==> src/rtl/player_health_manager.sv <==
// Match-state producer for the character/health display: tracks both players'
// characters and health through SELECT/PLAY/OVER and applies hit and ultimate damage.
module player_health_manager #(
    parameter logic [3:0] MAX_HEALTH    = 4'd10,
    parameter logic [3:0] HIT_DAMAGE    = 4'd1,
    parameter logic [3:0] ULT_DAMAGE    = 4'd3,
    parameter int         INVULN_CYCLES = 50000000,
    parameter int         CNT_W         = 32
) (
    input  logic        clk,
    input  logic        reset,
    input  logic [1:0]  p1_char_sel,
    input  logic [1:0]  p2_char_sel,
    input  logic        start,
    input  logic        p1_hit,
    input  logic        p2_hit,
    input  logic        p1_clear_ult,
    input  logic        p2_clear_ult,
    output logic [11:0] health_data,
    output logic        game_over,
    output logic [1:0]  winner,
    output logic        p1_invuln,
    output logic        p2_invuln
);

    typedef enum logic [1:0] {
        S_SELECT = 2'd0,
        S_PLAY   = 2'd1,
        S_OVER   = 2'd2
    } state_t;

    localparam logic [CNT_W-1:0] CNT_LOAD = CNT_W'(INVULN_CYCLES - 1);
    localparam logic [CNT_W-1:0] CNT_ONE  = CNT_W'(1);
    localparam logic [CNT_W-1:0] CNT_ZERO = '0;

    state_t           state, state_next;
    logic [1:0]       p1_char, p1_char_next, p2_char, p2_char_next;
    logic [3:0]       p1_health, p1_health_next, p2_health, p2_health_next;
    logic [CNT_W-1:0] p1_cnt, p1_cnt_next, p2_cnt, p2_cnt_next;
    logic             game_over_next;
    logic [1:0]       winner_next;

    logic             p1_hit_ok, p2_hit_ok;
    logic [4:0]       p1_dmg, p2_dmg;
    logic [3:0]       p1_new, p2_new;

    // Health saturates at zero; damage is 5 bits so HIT+ULT never wraps.
    function automatic logic [3:0] apply_dmg(input logic [3:0] hp, input logic [4:0] dmg);
        return (dmg >= {1'b0, hp}) ? 4'd0 : hp - dmg[3:0];
    endfunction

    function automatic logic [CNT_W-1:0] next_cnt(input logic [CNT_W-1:0] cnt, input logic [4:0] dmg);
        if (dmg != 5'd0)
            return CNT_LOAD;
        else if (cnt != CNT_ZERO)
            return cnt - CNT_ONE;
        else
            return CNT_ZERO;
    endfunction

    assign p1_hit_ok = p1_hit && (p1_cnt == CNT_ZERO);
    assign p2_hit_ok = p2_hit && (p2_cnt == CNT_ZERO);
    // Ultimates bypass the invulnerability window; only projectile hits are gated.
    assign p1_dmg = (p1_hit_ok ? {1'b0, HIT_DAMAGE} : 5'd0) + (p2_clear_ult ? {1'b0, ULT_DAMAGE} : 5'd0);
    assign p2_dmg = (p2_hit_ok ? {1'b0, HIT_DAMAGE} : 5'd0) + (p1_clear_ult ? {1'b0, ULT_DAMAGE} : 5'd0);
    assign p1_new = apply_dmg(p1_health, p1_dmg);
    assign p2_new = apply_dmg(p2_health, p2_dmg);

    always_ff @(posedge clk) begin
        if (reset) begin
            state     <= S_SELECT;
            p1_char   <= 2'b00;
            p2_char   <= 2'b00;
            p1_health <= MAX_HEALTH;
            p2_health <= MAX_HEALTH;
            p1_cnt    <= CNT_ZERO;
            p2_cnt    <= CNT_ZERO;
            game_over <= 1'b0;
            winner    <= 2'b00;
        end else begin
            state     <= state_next;
            p1_char   <= p1_char_next;
            p2_char   <= p2_char_next;
            p1_health <= p1_health_next;
            p2_health <= p2_health_next;
            p1_cnt    <= p1_cnt_next;
            p2_cnt    <= p2_cnt_next;
            game_over <= game_over_next;
            winner    <= winner_next;
        end
    end

    always_comb begin
        state_next     = state;
        p1_char_next   = p1_char;
        p2_char_next   = p2_char;
        p1_health_next = p1_health;
        p2_health_next = p2_health;
        p1_cnt_next    = p1_cnt;
        p2_cnt_next    = p2_cnt;
        game_over_next = game_over;
        winner_next    = winner;

        case (state)
            S_SELECT: begin
                // Tracking also covers the start edge, so the chars freeze at that sample.
                p1_char_next   = p1_char_sel;
                p2_char_next   = p2_char_sel;
                p1_health_next = MAX_HEALTH;
                p2_health_next = MAX_HEALTH;
                p1_cnt_next    = CNT_ZERO;
                p2_cnt_next    = CNT_ZERO;
                if (start)
                    state_next = S_PLAY;
            end
            S_PLAY: begin
                p1_health_next = p1_new;
                p2_health_next = p2_new;
                p1_cnt_next    = next_cnt(p1_cnt, p1_dmg);
                p2_cnt_next    = next_cnt(p2_cnt, p2_dmg);
                if ((p1_new == 4'd0) || (p2_new == 4'd0)) begin
                    state_next     = S_OVER;
                    game_over_next = 1'b1;
                    winner_next    = {p1_new == 4'd0, p2_new == 4'd0};
                end
            end
            S_OVER: begin
                p1_cnt_next = CNT_ZERO;
                p2_cnt_next = CNT_ZERO;
                if (start) begin
                    state_next     = S_SELECT;
                    p1_health_next = MAX_HEALTH;
                    p2_health_next = MAX_HEALTH;
                    game_over_next = 1'b0;
                    winner_next    = 2'b00;
                end
            end
            default: state_next = S_SELECT;
        endcase
    end

    assign health_data = {p1_char, p1_health, p2_char, p2_health};
    assign p1_invuln   = (p1_cnt != CNT_ZERO);
    assign p2_invuln   = (p2_cnt != CNT_ZERO);

endmodule

==> config.mk <==
export PLATFORM = sky130hd
export DESIGN_NAME = player_health_manager
export DESIGN_NICKNAME = d
export VERILOG_FILES = /design/src/rtl/player_health_manager.sv
export SDC_FILE = /design/constraint.sdc
export NUM_CORES = 1
export LEC_CHECK = 0
export CORE_AREA = 5 5 115 117
export CTS_CLUSTER_DIAMETER = 150
export DETAILED_ROUTE_END_ITERATION = 8
export DIE_AREA = 0 0 120 122
export GPL_ROUTABILITY_DRIVEN = 1
export GPL_TIMING_DRIVEN = 0
export PLACE_DENSITY_LB_ADDON = 0.05
export RECOVER_POWER = 25
export SETUP_SLACK_MARGIN = 0.4
export SKIP_CTS_REPAIR_TIMING = 1
export SYNTH_ARGS = -nofsm -noshare
export SYNTH_HDL_FRONTEND = slang
export SYNTH_SLANG_ARGS = --single-unit
==> constraint.sdc <==
create_clock -name clk -period 7.5 [get_ports clk]
set_input_delay 1.125 -clock clk [delete_from_list [all_inputs] [get_ports clk]]
set_output_delay 1.125 -clock clk [all_outputs]
set_load 0.01 [all_outputs]
### Yosys cells after proc, flatten, opt, wreduce, memory -nomap -nowiden

Index checks and enable logic that the tools add are counted.

* bits in writable memories: 0
* latch bits: 0
* register bits after elaboration: 81
* memory bits (read-only): 0
* memories: 0
* output and inout port bits: 17
* word-level logic and storage cells: 65
* input port bits: 11

* order comparisons: 2
* div/mod/pow operators: 0
* shifts and indexed selects: 0
* equal/unequal tests: 5
* bitwise logic cells: 0
* reductions and logical operators: 19
* multipliers: 0
* mux-type cells: 24
* add/subtract/negate cells: 6

Operators by type and width (count)
* 32-bit 2-to-1 mux: 4
* 32-bit case mux with 2 select lines: 2
* 32-bit logical NOT: 2
* 32-bit nonzero test: 2
* 32-bit by 1-bit subtractor with 32-bit output, second input constant: 2
* 4-bit case mux with 3 select lines: 2
* 2-bit 2-to-1 mux: 6
* 4-bit 2-to-1 mux: 3
* 5-bit nonzero test: 2
* 3-bit by 4-bit >= comparator with 1-bit output: 2
* 4-bit logical NOT: 2
* 4-bit by 3-bit subtractor with 4-bit output: 2
* 1-bit by 2-bit adder with 3-bit output: 2
* 2-bit inequality test, second input constant: 3
* 2-bit case mux with 3 select lines: 1
* 3-bit AND reduction: 2
* 1-bit 2-to-1 mux: 4
* 2-bit case mux with 2 select lines: 1
* 2-bit nonzero test: 2
* 3-bit nonzero test: 1
* 2-bit by 1-bit == test with 1-bit output, second input constant: 1
* 2-bit == test, second input constant: 1
* 1-bit logical AND: 2
* 2-bit logical NOT: 1
* other kinds (4): 4

### Logic depth before layout (Yosys ltp)

* depth in word-level cells: 10
* mapped depth: 16
* gate-level depth less buffers: 15

### Worst setup path before layout

OpenSTA, ideal clock, no wires.

* path type: reg-to-reg
* from: register p2_cnt[24]
* to: register game_over
* library setup time: 0.132 ns
* setup slack: 3.422 ns
* period minus slack after synthesis: 4.078 ns
* data required time: 7.368 ns
* cell stages (with the launch flop): 16
* arrival: 3.946 ns
* buffers on the path: 2
* path through: dfxtp_1 > buf_2 > or4_1 > or4_1 > nor4_2 > clkbuf_1 > nand2_1 > ha_1 > ha_1 > fa_1 > nor2b_1 > nand2_1 > or4_1 > o221a_2 > o21ai_0 > a21oi_1

* cells in the longest elaborated chain, start to end: 10
* elaborated cells between the ends (all ways): 11
* classes of those cells: 2 x add/sub; 1 x order compare; 1 x eq/ne; 2 x mux; 5 x reduce/logical

Ends and longest elaborated chain
* start: declaration: RTL line 39 `logic [CNT_W-1:0] p1_cnt, p1_cnt_next, p2_cnt, p2_cnt_next;`
* start signal: assignment: RTL line 87 `p2_cnt <= p2_cnt_next;`
* 32-bit logical NOT (*): RTL line 62 `assign p2_hit_ok = p2_hit && (p2_cnt == CNT_ZERO);`
* 1-bit logical AND (*): RTL line 62
* 1-bit 2-to-1 mux (*): RTL line 65 `assign p2_dmg = (p2_hit_ok ? {1'b0, HIT_DAMAGE} : 5'd0) + (p1_clear_ult ? {1'b0, ULT_DAMAGE} : 5'd0);`
* 1-bit by 2-bit adder with 3-bit output (*): RTL line 65
* 4-bit by 3-bit subtractor with 4-bit output or 3-bit by 4-bit >= comparator with 1-bit output (tied branches): RTL line 49 `return (dmg >= {1'b0, hp}) ? 4'd0 : hp - dmg[3:0];`
* 4-bit 2-to-1 mux (*): RTL line 49
* 4-bit logical NOT (*): RTL line 121 `if ((p1_new == 4'd0) || (p2_new == 4'd0)) begin`
* 1-bit logical OR (*): RTL line 121
* 2-bit inequality test (no line) (*)
* 3-bit AND reduction (no line) (*)
* end signal: assignment: RTL line 88 `game_over <= game_over_next;`
* end: declaration: RTL line 20 `output logic game_over,`

Every way passes the cells marked *; elsewhere a longest branch is shown, timed or not.
A chain may end at the register's enable or synchronous reset.

### Final worst setup path

* from: register p1_cnt[14]
* to: register game_over

* cells in the longest elaborated chain, start to end: 10
* elaborated cells between the ends (all ways): 11
* classes of those cells: 2 x add/sub; 1 x order compare; 1 x eq/ne; 2 x mux; 5 x reduce/logical

Ends and longest elaborated chain
* start: declaration: RTL line 39
* start signal: assignment: RTL line 86 `p1_cnt <= p1_cnt_next;`
* 32-bit logical NOT (*): RTL line 61 `assign p1_hit_ok = p1_hit && (p1_cnt == CNT_ZERO);`
* 1-bit logical AND (*): RTL line 61
* 1-bit 2-to-1 mux (*): RTL line 64 `assign p1_dmg = (p1_hit_ok ? {1'b0, HIT_DAMAGE} : 5'd0) + (p2_clear_ult ? {1'b0, ULT_DAMAGE} : 5'd0);`
* 1-bit by 2-bit adder with 3-bit output (*): RTL line 64
* 4-bit by 3-bit subtractor with 4-bit output or 3-bit by 4-bit >= comparator with 1-bit output (tied branches): RTL line 49
* 4-bit 2-to-1 mux (*): RTL line 49
* 4-bit logical NOT (*): RTL line 121
* 1-bit logical OR (*): RTL line 121
* 2-bit inequality test (no line) (*)
* 3-bit AND reduction (no line) (*)

Marked as above.

==> out/results.ini <==
[run_status]
status=finished clean

[min_path]
hold_path.class=flop to flop

[final_layout]
fin_util_pct=44.2
antenna_cells_inserted=0
synthToLayoutAreaGrowth_pct=15.5
layout_commonest_cell=dfxtp_1
fin_cells=801
finalNetCount=675
final_cell_mix=dfxtp_1, o21ai_0, nand2_1
layout-drive-gt1-share_pct=6.30
fillers=1262

[critical_path]
crit_slowest_cell=nor4_1
crit_arrival_ns=5.37
worst_ep_required_time_ns=7.77
startpoint_type=flop
cp-end-kind=flop
cpPeakStageDelay_ns=0.89
crit_type=flop to flop
cp_max_fo=10
path_cells=nor4_1 > nand4_1 > nor4_1 > clkbuf_1 > nand2_1 > ha_1 > ha_1 > fa_1 > nand2_1 > or3_1 > a31oi_1 > o21ai_0 > a21oi_1

[synth]
synth_edf_count=0
synth_top_cell_area_share_pct=34.6
yosys_warnings=0
async_reset_ff_share_pct=0
netlist_area_mm2=0.00469
syn_inst=608
yosysTopAreaCell=dfxtp_1
syn_nets=637
ys_types=62
syn_avg_cell_area_um2=7.72
synthTopCellsByArea=dfxtp_1, o21ai_0, a21oi_1
ys_seq_area_share_pct=34.6
ys_ff_latch=81
synth_ff_type=dfxtp_1

[place]
hpwl_mm=10.5
gp_congestion=0.855
io_buffers=27
placedCellCount=785

[floorplanning]
ioPinCount=28
rows=41
fp.dieW_um=120
fp.dieH_um=122
start_util_pct=38.3
dieArea_mm2=0.0146
core_area_mm2=0.0123

[detailed_routing]
vias_per_cell=5.93
drc_errors=0
drt_wl_total_mm=14.6
drt_iter0_drc=382
drtPass1Iterations=5
wire_per_inst_um=18.3
num_vias=4748
detail-route-antenna-nets=0

[sta]
rsz0062_at_grt=false
setup_viol=0
finalHoldViolCount=0
fin_skew_ns=0.00679
slew_headroom_pct=28.4
fin_crit_sh_pct=68.1
tightestPinTransition_ns=1.06
finalCriticalPeriod_ns=5.11
slew_viol_final=0
timing.fmax_mhz=196
fin_setup_tns_ns=0

[clock_network]
cts_buffer_depth=2
cts_made_buffers=9
clk_latency_ns=0.34
cts_root_buf=clkbuf_16
path_clk_slew_ns=0.06
cts_tree=built
htreeDepth=3
clock-sinks=81

[global_routing]
grt_pass1_vias=4571
grt_start_max_net_pins=14
grt_first_pass_wirelength_mm=24.1
antenna_found_initial=0
overflow=0
grt_usage_pct=20.7

[run]
drv_cap=0

[power_and_ir_drop]
swShare_pct=48.5
p_leak_nw=2.12
p_int_w=0.00142
p_comb_share_pct=60.1
power-per-cell-area_mw_per_mm2=507
power_frac_seq_pct=24.4
worst_ir_drop_vdd_uv=176
p_sw_w=0.00133
p_clk_share_pct=15.4

synth_stat cells (8+ instances only):
master and number:
o31ai_1 10, or4_1 14, nor4_1 18, dfxtp_1 81, nor3_1 23, nand3_1 15
a31oi_1 16, a21o_1 10, nand2b_1 11, o21ai_0 63, clkbuf_1 30, nand2_1 58
nor2_1 41, a21oi_1 46, or3_1 18, inv_1 23, or2_2 11, o41ai_1 8
ha_1 16
per-stage QoR:
step,hold WS [ns],setup slack [ns],power [W],area [µm²]
CTS,0.460,2.79,0.00275,5440
global placement,0.446,2.84,0.00229,5150
finish,0.460,2.39,0.00275,5420
global route,0.493,2.05,0.00299,5420
detailed placement,0.444,2.81,0.00232,5150
floorplan,0.427,3.42,0.00185,4690
power groups by stage:
| stage | Clock [W] | Combinational (W) | Sequential, W |
|---|---|---|---|
| after floorplan | 0 | 0.00119 | 0.000656 |
| after global placement | 0 | 0.00162 | 0.000672 |
| after detailed placement | 0 | 0.00164 | 0.000676 |
| after CTS | 0.000437 | 0.00165 | 0.000669 |
| after global routing | 0.000454 | 0.00184 | 0.000690 |
| final | 0.000424 | 0.00165 | 0.000672 |
final cells by class:
type	instances	area (µm²)	share of cell area [%]
clock inverter	4	27.5	0.508
buffer	39	153	2.82
tap	150	188	3.46
multi-input combinational	463	2810	51.9
clock buffer	12	256	4.73
inverter	25	93.8	1.73
sequential	81	1620	29.9
timing repair buffer	27	270	4.98
path summary, 6_finish.rpt:
check,from,end,slack (ns),cells past startpoint
max,p1_cnt[14]$_SDFFE_PP0P_,game_over$_SDFFE_PP0P_,2.39,13
min,p1_cnt[30]$_SDFFE_PP0P_,p1_cnt[30]$_SDFFE_PP0P_,0.46,1
max reg2reg,p1_cnt[14]$_SDFFE_PP0P_,game_over$_SDFFE_PP0P_,2.39,13
min reg2reg,p1_cnt[30]$_SDFFE_PP0P_,p1_cnt[30]$_SDFFE_PP0P_,0.46,1
flip-flops by register name, indices dropped and copies added (netlist names):
register	count
state	2
p2_cnt	32
game_over	1
p2_health	4
p1_health	4
winner	2
p1_cnt	32
p1_char	2
p2_char	2
cells by family after synthesis:
| logic type | count (synthesis) | share of synthesized area [%] |
|---|---|---|
| AO/OA/AOI/OAI | 199 | 26.8 |
| XOR/XNOR | 6 | 1.12 |
| adder cells (fa/ha/maj) | 18 | 5.12 |
| buffers and inverters | 64 | 5.28 |
| flip-flops | 81 | 34.6 |
| multiplexers | 1 | 0.240 |
| AND/OR/NAND/NOR | 239 | 26.9 |
worst max-delay path: cells and delay by family (launching register included):
| kind | cells | cell delay, ns |
|---|---|---|
| AND/OR/NAND/NOR | 6 | 2.44 |
| adder cells (fa/ha/maj) | 3 | 1.09 |
| AO/OA/AOI/OAI | 3 | 0.73 |
| buffers and inverters | 1 | 0.41 |
| flip-flops | 1 | 0.36 |
metal layers:
layer  GRT usage [%]  vias to the layer above  routed length, µm
li1                -                     2343                  -
met1            27.5                     2230               6990
met2            33.0                      143               6530
met3            3.39                       32                624
met4            9.66                        0                483
met5               0                        -                  0
(Power assumes the default switching activity.)
